### src/rtl/sr_cmd_arbiter.sv
// sr_cmd_arbiter: round-robin serializer of set/reset/toggle commands onto a
// bank of SR flip-flops, issuing at most one one-hot s/r pulse per command.
module sr_cmd_arbiter #(
  parameter int NREQ  = 4,
  parameter int NBITS = 8,
  parameter int AW    = 3
) (
  input  logic                 clk,
  input  logic                 rst,
  input  logic [NREQ-1:0]      req_valid,
  input  logic [NREQ*AW-1:0]   req_addr,
  input  logic [NREQ*2-1:0]    req_op,
  output logic [NREQ-1:0]      req_ready,
  input  logic [NBITS-1:0]     q_in,
  output logic [NBITS-1:0]     sr_s,
  output logic [NBITS-1:0]     sr_r,
  output logic                 err_addr,
  output logic                 busy
);

  localparam int PW = (NREQ > 1) ? $clog2(NREQ) : 1;

  typedef enum logic [1:0] {
    IDLE   = 2'd0,
    ISSUE  = 2'd1,
    SETTLE = 2'd2
  } state_e;

  typedef enum logic [1:0] {
    OP_NOP    = 2'b00,
    OP_RESET  = 2'b01,
    OP_SET    = 2'b10,
    OP_TOGGLE = 2'b11
  } op_e;

  state_e          state_q, state_d;
  logic [PW-1:0]   rr_ptr_q, rr_ptr_d;
  logic [NREQ-1:0] req_ready_q, req_ready_d;
  logic [NBITS-1:0] sr_s_q, sr_s_d;
  logic [NBITS-1:0] sr_r_q, sr_r_d;
  logic            err_addr_q, err_addr_d;
  logic            busy_q, busy_d;

  logic            any_valid;
  logic            arb_slot;
  logic [PW-1:0]   grant_idx;
  logic [PW-1:0]   cand_idx;
  logic [AW-1:0]   sel_addr;
  logic [1:0]      sel_op;
  logic            addr_ok;
  logic            q_cur;

  // Scan downward so the candidate closest to rr_ptr is the last one written.
  always_comb begin
    grant_idx = '0;
    cand_idx  = '0;
    any_valid = 1'b0;
    for (int i = NREQ - 1; i >= 0; i--) begin
      cand_idx = PW'((int'(rr_ptr_q) + i) % NREQ);
      if (req_valid[cand_idx]) begin
        grant_idx = cand_idx;
        any_valid = 1'b1;
      end
    end
  end

  always_comb begin
    sel_addr = req_addr[grant_idx*AW +: AW];
    sel_op   = req_op[grant_idx*2 +: 2];
    addr_ok  = (int'(sel_addr) < NBITS);
    q_cur    = addr_ok ? q_in[sel_addr] : 1'b0;
  end

  always_ff @(posedge clk or posedge rst) begin
    if (rst) begin
      state_q     <= IDLE;
      rr_ptr_q    <= '0;
      req_ready_q <= '0;
      sr_s_q      <= '0;
      sr_r_q      <= '0;
      err_addr_q  <= 1'b0;
      busy_q      <= 1'b0;
    end else begin
      state_q     <= state_d;
      rr_ptr_q    <= rr_ptr_d;
      req_ready_q <= req_ready_d;
      sr_s_q      <= sr_s_d;
      sr_r_q      <= sr_r_d;
      err_addr_q  <= err_addr_d;
      busy_q      <= busy_d;
    end
  end

  // ISSUE is always followed by SETTLE, so requests arriving during ISSUE wait.
  always_comb begin
    state_d  = state_q;
    rr_ptr_d = rr_ptr_q;
    arb_slot = 1'b0;
    case (state_q)
      IDLE, SETTLE: begin
        if (any_valid) begin
          state_d  = ISSUE;
          arb_slot = 1'b1;
          rr_ptr_d = (grant_idx == PW'(NREQ - 1)) ? '0 : grant_idx + 1'b1;
        end else begin
          state_d = IDLE;
        end
      end
      ISSUE:   state_d = SETTLE;
      default: state_d = IDLE;
    endcase
  end

  // Issue-cycle outputs are computed at the grant edge, toggles use q sampled then.
  always_comb begin
    req_ready_d = '0;
    sr_s_d      = '0;
    sr_r_d      = '0;
    err_addr_d  = 1'b0;
    busy_d      = (state_d != IDLE);
    if (arb_slot) begin
      req_ready_d[grant_idx] = 1'b1;
      if (!addr_ok) begin
        err_addr_d = 1'b1;
      end else begin
        case (op_e'(sel_op))
          OP_SET:    sr_s_d[sel_addr] = 1'b1;
          OP_RESET:  sr_r_d[sel_addr] = 1'b1;
          OP_TOGGLE: begin
            if (q_cur) sr_r_d[sel_addr] = 1'b1;
            else       sr_s_d[sel_addr] = 1'b1;
          end
          default: ;
        endcase
      end
    end
  end

  assign req_ready = req_ready_q;
  assign sr_s      = sr_s_q;
  assign sr_r      = sr_r_q;
  assign err_addr  = err_addr_q;
  assign busy      = busy_q;

endmodule

### config.mk
export PLATFORM = sky130hd
export DESIGN_NAME = sr_cmd_arbiter
export DESIGN_NICKNAME = d
export VERILOG_FILES = /design/src/rtl/sr_cmd_arbiter.sv
export SDC_FILE = /design/constraint.sdc
export NUM_CORES = 1
export LEC_CHECK = 0
export CAP_MARGIN = 20
export CELL_PAD_IN_SITES_DETAIL_PLACEMENT = 0
export CELL_PAD_IN_SITES_GLOBAL_PLACEMENT = 1
export CORE_ASPECT_RATIO = 0.5
export CORE_UTILIZATION = 32
export DETAILED_ROUTE_END_ITERATION = 16
export PLACE_DENSITY_LB_ADDON = 0.15
export SYNTH_ARGS = -nofsm -noshare
export SYNTH_HDL_FRONTEND = slang
export SYNTH_SLANG_ARGS = --single-unit
export TNS_END_PERCENT = 5
### constraint.sdc
create_clock -name clk -period 2.9 [get_ports clk]
set_clock_uncertainty 0.2 [all_clocks]
set_input_delay 0.58 -clock clk [delete_from_list [all_inputs] [get_ports clk]]
set_output_delay 0.58 -clock clk [all_outputs]
set_load 0.02 [all_outputs]
==> impl_metrics.json <==
{
  "grt_pass1_vias": 1419,
  "avgSynthCellArea_sq_um": 10.16,
  "criticalPathCategory": "primary input to flip-flop",
  "rr_endpoint": "sr_r[6]$_DFF_PP0_",
  "syn_area_sq_mm": 0.001433,
  "setup_viol": 0,
  "chipHeight_um": 49.32,
  "numCtsBuffers": 3,
  "synthDistinctLibCells": 40,
  "yosys_warnings": 0,
  "clk_latency_ns": 0.27,
  "drive_above_1_share_pct": 29.31,
  "grt_pass1_wl_mm": 6.451,
  "cts_root_buf": "clkbuf_8",
  "power_density_mw_per_mm2": 785.3,
  "dieArea_sq_mm": 0.004765,
  "syn2layout_area_growth_pct": 67.51,
  "initial_core_util_pct": 35.08,
  "synthFlopType": "dfrtp_1",
  "ios": 56,
  "worstHoldPathType": "flip-flop to flip-flop",
  "finalPower_mw": 1.885,
  "yosysSeqAreaShare_pct": 43.67,
  "outcome": "completed",
  "drt_wl_total_mm": 3.990,
  "antenna_found_initial": 0,
  "drv_slew": 0,
  "track_usage_pct": 17.27,
  "clkSinkCount": 25,
  "core_area_sq_mm": 0.004084,
  "drc": 0,
  "die_x_um": 96.63,
  "fin_setup_tns_ns": 0,
  "ff2ff_setup_slack_ns": 0.28,
  "synthCells": 141,
  "htreeDepth": 1,
  "min-delay-start": "state_q[1]$_DFF_PP0_",
  "postSynthNetCount": 179,
  "drt.antenna.violating_nets": 0,
  "crit_fanout": 8,
  "period_needed_ns": 2.788,
  "cts_tree": "built",
  "num_antenna_cells": 0,
  "routed_via_density": 4.755,
  "drt_first_pass_iters": 4,
  "fill_cells": 355,
  "p_leak_nw": 1.080,
  "cp_data_required_time_ns": 2.91,
  "synth_area_leader_cell": "dfrtp_1",
  "synth_top_area_share_pct": 43.67,
  "numPortBuffers": 54,
  "dpl_cell_area_sq_mm": 0.002248,
  "ff_latch_area_sq_um": 625.6,
  "yosys-top-cells-count": "25 x dfrtp_1, 15 x nand2_1, 13 x a21oi_1",
  "end_kind": "flip-flop",
  "wl_per_cell_um": 13.95,
  "synthArstFlopShare_pct": 100.0,
  "vias": 1360,
  "grt_max_degree": 26,
  "whs_ns": 0.2117,
  "fin_area_sq_mm": 0.002400,
  "yosysMostFrequentCell": "dfrtp_1",
  "min_period_over_period_pct": 96.15,
  "synth_edf_count": 0,
  "maxCapViolCount": 0,
  "r2r_cells": 10,
  "start_kind": "primary input",
  "ys_seq_elements": 25,
  "grt-ovfl-total": 0,
  "dpl.hpwl_mm": 3.048,
  "max-vdd-ir-drop_mv": 0.2943,
  "max_freq_ghz": 0.3587,
  "r2r_start": "rr_ptr_q[0]$_DFFE_PP0P_",
  "core.rowCount": 16,
  "synth_area_leaders": "dfrtp_1 44%, mux2i_1 6.3%, a21oi_1 4.5%",
  "fin_util_pct": 58.76,
  "clockBufferDepth": 2,
  "cts.reportedPaths.clkPinSlew_ns": 0.10,
  "worstPathArrival_ns": 2.80,
  "hold_violations": 0,
  "globalplace.congestion": 0.8274,
  "multiInputGateArea_sq_um": 815.8,
  "hold_depth": 1,
  "holdPathEnd": "state_q[1]$_DFF_PP0_",
  "nNetsFinal": 271,
  "holdBufCountCts": 0,
  "drt_iter0_markers": 35
}
-- report_power, final --
part	internal (mW)	total [mW]	leakage, nW	switching, mW
logic	0.606	1.21	0.718	0.607
clock network	0.101	0.222	0.0261	0.121
registers	0.414	0.449	0.335	0.0350
-- kinds of logic (layout without fill, tap and decap cells) --
group                    count (synthesis)  after routing  share of synthesized area [%]
AO/OA/AOI/OAI                           31             31                          15.02
adder cells (fa/ha/maj)                  4              4                          3.494
buffers and inverters                    8             99                          3.580
flip-flops                              25             25                          43.67
multiplexers                            18             18                          14.15
other                                    1              1                         0.2618
AND/OR/NAND/NOR                         54             54                          19.82
-- per-stage QoR --
step	setup WS (ns)	instances
after detailed placement	-0.4898	278
after global routing	-0.02023	286
after CTS	0.002201	285
final	0.1118	286
after floorplan	0.1112	141
after global placement	-0.4428	278
-- cell usage in the layout, fill, tap and decap left out, drive strengths merged, types with 4 or more instances in the layout --
| cell type | n |
|---|---|
| a21oi | 13 |
| ha | 4 |
| mux2i | 12 |
| buf | 36 |
| nor2b | 5 |
| clkdlybuf4s50 | 50 |
| and2 | 4 |
| nand3 | 9 |
| inv | 6 |
| nand2 | 15 |
| mux2 | 6 |
| o21ai | 7 |
| dfrtp | 25 |
| nor2 | 11 |
-- layer usage --
metal / GRT usage, % / share of wire, %
met1: 20.48 / 44
met2: 32.39 / 51
met3: 4.585 / 4.8
met5: 0 / 0
met4: 2.239 / 0.33
-- registers in the layout (all words and copies together), names as in the netlist --
name	count
state_q	2
busy	1
req_ready	4
rr_ptr_q	2
sr_s	8
sr_r	8
-- worst max-delay path: stages --
cell and delay (ns):
dlygate4sd2_1 0.27, nor2b_2 0.19, a211oi_4 0.10, nor2_4 0.24, buf_12 0.15, mux2i_1 0.31
mux2_2 0.24, nor4_2 0.05, buf_4 0.15, a211o_4 0.36, a21oi_1 0.15
-- layout make-up --
type | instances | area share (%)
Clock buffer | 3 | 1.721
Clock inverter | 1 | 0.3650
Inverter | 5 | 0.7821
Multi-Input combinational cell | 108 | 33.99
Sequential cell | 25 | 26.07
Tap cell | 54 | 2.815
Timing Repair Buffer | 90 | 34.25
-- worst max path at each step --
stage | cells past startpoint | to | from
after floorplan | 9 | sr_s[0]$_DFF_PP0_ | req_valid[2]
after global placement | 9 | sr_s[1]$_DFF_PP0_ | req_valid[0]
after detailed placement | 9 | sr_r[7]$_DFF_PP0_ | req_valid[2]
after CTS | 10 | sr_r[0]$_DFF_PP0_ | req_valid[3]
after global routing | 12 | sr_s[7]$_DFF_PP0_ | req_valid[2]
final | 11 | sr_r[6]$_DFF_PP0_ | req_valid[1]
-- repair_timing --
item,4_1_cts,5_1_grt
resized for setup,7,9
pin swaps,3,3
setup buffers,3,1
gates cloned,0,0
endpoints found under the setup margin,16,16
Power figures use the tool's default switching activity.
